**config.mk**
```make
export PLATFORM = sky130hd
export DESIGN_NAME = operand_fetch
export DESIGN_NICKNAME = d
export VERILOG_FILES = /design/src/rtl/operand_fetch_pkg.sv /design/src/rtl/operand_fetch_fwd_sel.sv /design/src/rtl/operand_fetch.sv
export SDC_FILE = /design/constraint.sdc
export NUM_CORES = 1
export LEC_CHECK = 0
export CAP_MARGIN = 40
export CORE_MARGIN = 2
export CORE_UTILIZATION = 45
export CTS_CLUSTER_SIZE = 40
export DETAILED_ROUTE_END_ITERATION = 7
export HOLD_SLACK_MARGIN = 0.02
export PLACE_DENSITY = 0.82
export SLEW_MARGIN = 20
export SYNTH_ARGS = -nofsm -noshare
export SYNTH_HDL_FRONTEND = slang
export SYNTH_HIERARCHICAL = 1
export SYNTH_SLANG_ARGS = --single-unit
```
**constraint.sdc**
```tcl
create_clock -name clk -period 4.45 [get_ports clk]
set_input_delay 1.1125 -clock clk [delete_from_list [all_inputs] [get_ports clk]]
set_output_delay 1.1125 -clock clk [all_outputs]
set_load 0.005 [all_outputs]
```
**src/rtl/operand_fetch_pkg.sv**
```systemverilog
// Shared types and constants for the register-read (operand fetch) stage.
// The ID/EX register layout and the forwarding-select encoding live here.
package operand_fetch_pkg;

  localparam int XLEN = 32;
  localparam int RA_W = 5;
  localparam logic [RA_W-1:0] REG_ZERO = '0;

  typedef enum logic [1:0] {
    FWD_RF  = 2'd0,
    FWD_EX  = 2'd1,
    FWD_MEM = 2'd2
  } fwd_e;

  // ID/EX payload; the valid bit is carried separately beside it.
  typedef struct packed {
    logic            reg_write;
    logic            is_load;
    logic [RA_W-1:0] dest;
    logic [XLEN-1:0] op_a;
    logic [XLEN-1:0] op_b;
    logic [XLEN-1:0] imm;
  } idex_t;

endpackage

```
**src/rtl/operand_fetch_fwd_sel.sv**
```systemverilog
// Per-source operand select: register 0, EX forward, MEM forward or register file.
// EX is checked before MEM because it carries the younger result.
module operand_fetch_fwd_sel
  import operand_fetch_pkg::*;
#(
  parameter int DATA_W = XLEN
) (
  input  logic [RA_W-1:0]   src,
  input  logic              src_used,
  input  logic [DATA_W-1:0] rf_data,
  input  logic              ex_fwd_en,
  input  logic [RA_W-1:0]   ex_dest,
  input  logic [DATA_W-1:0] ex_result,
  input  logic              mem_fwd_en,
  input  logic [RA_W-1:0]   mem_dest,
  input  logic [DATA_W-1:0] mem_result,
  output logic [DATA_W-1:0] operand
);

  fwd_e sel;

  // An unused source never forwards, so it simply shows the register file value.
  always_comb begin
    sel = FWD_RF;
    if (src_used && (src != REG_ZERO)) begin
      if (ex_fwd_en && (ex_dest == src)) begin
        sel = FWD_EX;
      end else if (mem_fwd_en && (mem_dest == src)) begin
        sel = FWD_MEM;
      end
    end
  end

  always_comb begin
    case (sel)
      FWD_EX:  operand = ex_result;
      FWD_MEM: operand = mem_result;
      default: operand = rf_data;
    endcase
    if (src == REG_ZERO) begin
      operand = '0;
    end
  end

endmodule

```
**src/rtl/operand_fetch.sv**
```systemverilog
// Register-read stage: drives register file reads, forwards from EX/MEM,
// resolves load-use, EX back-pressure and branch flush, and holds ID/EX.
module operand_fetch
  import operand_fetch_pkg::*;
(
  input  logic            clk,
  input  logic            rst,
  input  logic            in_valid,
  output logic            in_ready,
  input  logic [RA_W-1:0] in_rs,
  input  logic [RA_W-1:0] in_rt,
  input  logic            in_uses_rs,
  input  logic            in_uses_rt,
  input  logic [RA_W-1:0] in_rd,
  input  logic            in_reg_write,
  input  logic            in_is_load,
  input  logic [XLEN-1:0] in_imm,
  input  logic            flush,
  input  logic            ex_hold,
  output logic [RA_W-1:0] rf_read_a1,
  output logic [RA_W-1:0] rf_read_a2,
  input  logic [XLEN-1:0] rf_read_data1,
  input  logic [XLEN-1:0] rf_read_data2,
  input  logic [XLEN-1:0] ex_result,
  input  logic            mem_reg_write,
  input  logic [RA_W-1:0] mem_dest,
  input  logic [XLEN-1:0] mem_result,
  output logic            out_valid,
  output logic            out_reg_write,
  output logic            out_is_load,
  output logic [RA_W-1:0] out_dest,
  output logic [XLEN-1:0] out_op_a,
  output logic [XLEN-1:0] out_op_b,
  output logic [XLEN-1:0] out_imm
);

  logic            vld_p1;
  idex_t           idex_p1;
  idex_t           cap_p0;
  logic            ex_fwd_en;
  logic            hazard;
  logic [XLEN-1:0] op_a_p0;
  logic [XLEN-1:0] op_b_p0;

  assign rf_read_a1 = in_rs;
  assign rf_read_a2 = in_rt;

  // A load in ID/EX has no value yet, so it is excluded from the EX forward.
  assign ex_fwd_en = vld_p1 & idex_p1.reg_write & ~idex_p1.is_load;

  assign hazard = vld_p1 & idex_p1.is_load & idex_p1.reg_write &
                  (idex_p1.dest != REG_ZERO) & in_valid &
                  ((in_uses_rs & (in_rs == idex_p1.dest)) |
                   (in_uses_rt & (in_rt == idex_p1.dest)));

  assign in_ready = flush | (~ex_hold & ~hazard);

  operand_fetch_fwd_sel #(.DATA_W(XLEN)) u_fwd_a (
    .src        (in_rs),
    .src_used   (in_uses_rs),
    .rf_data    (rf_read_data1),
    .ex_fwd_en  (ex_fwd_en),
    .ex_dest    (idex_p1.dest),
    .ex_result  (ex_result),
    .mem_fwd_en (mem_reg_write),
    .mem_dest   (mem_dest),
    .mem_result (mem_result),
    .operand    (op_a_p0)
  );

  operand_fetch_fwd_sel #(.DATA_W(XLEN)) u_fwd_b (
    .src        (in_rt),
    .src_used   (in_uses_rt),
    .rf_data    (rf_read_data2),
    .ex_fwd_en  (ex_fwd_en),
    .ex_dest    (idex_p1.dest),
    .ex_result  (ex_result),
    .mem_fwd_en (mem_reg_write),
    .mem_dest   (mem_dest),
    .mem_result (mem_result),
    .operand    (op_b_p0)
  );

  always_comb begin
    cap_p0.reg_write = in_reg_write;
    cap_p0.is_load   = in_is_load;
    cap_p0.dest      = in_rd;
    cap_p0.op_a      = op_a_p0;
    cap_p0.op_b      = op_b_p0;
    cap_p0.imm       = in_imm;
  end

  // ---- stage boundary: decode/forward (p0) -> ID/EX register (p1) ----
  // Flush outranks hold; hold freezes ID/EX so held operands never re-sample.
  always_ff @(posedge clk) begin
    if (rst || flush) begin
      vld_p1  <= 1'b0;
      idex_p1 <= '0;
    end else if (!ex_hold) begin
      if (in_valid && !hazard) begin
        vld_p1  <= 1'b1;
        idex_p1 <= cap_p0;
      end else begin
        vld_p1  <= 1'b0;
        idex_p1 <= '0;
      end
    end
  end

  assign out_valid     = vld_p1;
  assign out_reg_write = idex_p1.reg_write;
  assign out_is_load   = idex_p1.is_load;
  assign out_dest      = idex_p1.dest;
  assign out_op_a      = idex_p1.op_a;
  assign out_op_b      = idex_p1.op_b;
  assign out_imm       = idex_p1.imm;

endmodule
```
==> results.md <==
• run status: finished clean
• power density of the placed cells: 221 nW/um^2
• # hold bufs at CTS: 0
• Detailed Routing Iterations Pass 1: 6
• area grow syn2layout: 41.6%
• kind of start point of the critical path: primary input
• global-route usage over all layers: 28.3%
• post-layout total power: 0.00243 W
• critical path fanouts, max: 32
• share of the clock period used by the worst path after layout: 92.8%
• min Tclk post-route: 4.13 ns
• class of the worst hold path: flop to flop
• Synth Net Count: 1165
• worst-case hold slack: 0.495 ns
• std cell rows: 48
• gate count of the mapped netlist: 971
• Max Transition Viols Final: 0
• cell breakdown of the critical path: clkdlybuf4s50_1 -> xor2_1 -> nor4_1 -> and3_1 -> and3b_1 -> ha_2 -> a22oi_1 -> nor2_1 -> a21oi_1 -> nor2_1 -> nor3b_1 -> a22oi_1 -> o21ai_0
• first-pass GRT wire length: 41.7 mm
• worst slack at placement: 0.112 ns
• width of the die: 136 um
• Worst-Margin Slew: 0.998 ns
• sinks on the clock net: 104
• delay of the slowest critical-path stage: 0.64 ns
• placeable core region: 17100 sq um
• Worst path slowest cell: sky130_fd_sc_hd__ha_2
• clock tree from TritonCTS: yes
• routability congestion estimate: 0.986
• max_slew headroom: 33.5%
• final-report setup violation count: 0
• Data arrival, critical path: 4.41 ns
• Vias: 8420
• maxcap violations: 0
• warning count from the yosys run: 6
• CP top delay family: simple AND/OR/NAND/NOR gates
• leakage dissipation: 3.38 nW
• total standard cell area after synthesis: 7790 sq um
• effective utilization at floorplan: 45.5%
• cells resized by post-CTS repair: 0
• number of buffers inserted by port buffering: 304
• vias in the first global route: 7801
• share of the yosys chip area belonging to registers: 26.7%
• clk_lat worst skew: 0.35 ns
• Total Die Area: 18400 sq um
• Max Buffers Root-to-Sink: 2
• most common cell after layout, fill and taps aside: sky130_fd_sc_hd__clkdlybuf4s50_1
• number of nets in the finished design: 1375
• final setup skew: 0.00816 ns
• ANT cells: 0
• endpoint required time on the critical path: 4.73 ns
• IR Drop Worst-Case VDD: 0.177 mV
• violation count after the first detailed-route iteration: 801
• ratio of routed vias to standard cells: 5.97
• Fillers: 1496
• flip-flop and latch count after synthesis: 104
• number of CTS-inserted buffers: 9
• floorplan die height: 136 um
• total global routing overflow: 0
• Worst Path Class, Setup: primary input to flop
• pin count of the biggest net entering global routing: 210
• Clk Tree Root Cell: sky130_fd_sc_hd__clkbuf_16
• type of destination of the critical path: flop
• Clk pin slew, worst setup/hold paths: 0.08 ns
• unrepaired setup endpoints after global routing: false
• buffer count from post-CTS setup fixing: 0
• Buf/Inv on CP: 1
• Max H-tree Level: 3
• I/O pin cnt: 305
• final standard cell utilization of the core: 64.4%
• initial antenna violation count: 0
• leading cell types in the layout, fill and taps excluded: sky130_fd_sc_hd__clkdlybuf4s50_1, sky130_fd_sc_hd__a22oi_1, sky130_fd_sc_hd__nor2_1, sky130_fd_sc_hd__nand3b_1, sky130_fd_sc_hd__dfxtp_1
• layout cells sized above 1: 9.02%
• setup total negative slack: 0 ns
• HPWL after detailed placement: 18.0 mm
• slack of the critical path: 0.319 ns
• mean cell area of the mapped netlist: 8.02 sq um
• residual DRC count: 0
• overall routed net length: 27.4 mm
• count of distinct cell types in the synthesized netlist: 35
• Highest Clock Rate: 242 MHz
• remaining antenna violation count: 0
• number of hold violations in the final report: 0
• routed len/inst: 19.4 um
## through the flow
stage                     std cells  area (sq um)
after CTS                      1411         11000
after detailed placement       1395         10700
final                          1411         11000
after floorplan                 971          7790
after global routing           1411         11000
after global placement         1395         10700
## logic make-up (layout without fill, tap and decap cells)
family	count (synthesis)	count (layout)	share of synthesized area, %
AND/OR/NAND/NOR	370	370	33.1
flip-flops	104	104	26.7
AO/OA/AOI/OAI	339	339	27.4
buffers and inverters	124	339	8.79
adder cells (fa/ha/maj)	4	4	0.643
XOR/XNOR	30	30	3.37
## final timing paths
| check | startpoint | end | slack, ns | depth (start not counted) |
|---|---|---|---|---|
| max | in_rs[0] | out_op_a[16]$_SDFFE_PP0N_ | 0.32 | 13 |
| min | out_op_a[24]$_SDFFE_PP0N_ | out_op_a[24]$_SDFFE_PP0N_ | 0.50 | 2 |
| max reg2reg | out_dest[3]$_SDFFE_PP0N_ | out_op_a[16]$_SDFFE_PP0N_ | 1.17 | 12 |
| min reg2reg | out_op_a[24]$_SDFFE_PP0N_ | out_op_a[24]$_SDFFE_PP0N_ | 0.50 | 2 |
## worst reg2reg max path: stages (launching register included)
cell and delay [ns]:
sky130_fd_sc_hd__dfxtp_1 0.52, sky130_fd_sc_hd__xor2_1 0.13, sky130_fd_sc_hd__nor4_1 0.36, sky130_fd_sc_hd__and3_1 0.29, sky130_fd_sc_hd__and3b_1 0.18, sky130_fd_sc_hd__ha_2 0.64
sky130_fd_sc_hd__a22oi_1 0.28, sky130_fd_sc_hd__nor2_1 0.14, sky130_fd_sc_hd__a21oi_1 0.05, sky130_fd_sc_hd__nor2_1 0.15, sky130_fd_sc_hd__nor3b_1 0.27, sky130_fd_sc_hd__a22oi_1 0.10
sky130_fd_sc_hd__o21ai_0 0.10
## cell type report
cell class | count | area (sq um) | share of cell area, %
Sequential cell | 104 | 2080 | 18.9
Clock buffer | 9 | 225 | 2.04
Multi-Input combinational cell | 743 | 5050 | 45.8
Tap cell | 225 | 282 | 2.55
Clock inverter | 7 | 103 | 0.930
Timing Repair Buffer | 323 | 3290 | 29.8
## power breakdown
| part | total [W] | leakage [nW] | internal, W | switching [W] |
|---|---|---|---|---|
| Clock | 0.000889 | 0.157 | 0.000500 | 0.000389 |
| Combinational | 0.000550 | 2.38 | 0.000322 | 0.000228 |
| Sequential | 0.000993 | 0.847 | 0.000968 | 0.0000250 |
## flip-flops by register name, indices dropped and copies added (netlist names)
signal / count
out_valid: 1
out_reg_write: 1
out_op_b: 32
out_imm: 32
out_dest: 5
out_is_load: 1
out_op_a: 32
## cell usage after synthesis, drive strengths merged
cell | number | area share (%)
nand4bb | 2 | 0.29
nor3 | 1 | 0.064
nand4 | 2 | 0.16
dfxtp | 104 | 27
nor4 | 4 | 0.32
and2 | 2 | 0.16
clkbuf | 59 | 2.8
or3b | 1 | 0.11
nand3b | 105 | 10
and3b | 2 | 0.23
o31ai | 1 | 0.096
xor2 | 16 | 1.8
nor2b | 1 | 0.080
nor4bb | 2 | 0.42
a211o | 1 | 0.11
and3 | 4 | 0.32
nor2 | 135 | 7.2
a22oi | 168 | 16
o21ai | 103 | 6.6
nand2 | 4 | 0.19
a21oi | 65 | 4.2
ha | 4 | 0.64
o22ai | 1 | 0.16
xnor2 | 14 | 1.6
nor3b | 103 | 13
buf | 65 | 5.9
or4 | 2 | 0.29
## layer usage
layer  global-route usage, %  vias up  wire length [um]
met4                    11.2        0               898
met1                    38.0     3978             11700
met3                    7.00       58              2350
met2                    43.7      389             12400
met5                       0        -                 0
li1                        -     3995                 -
Power figures use the tool's default switching activity.
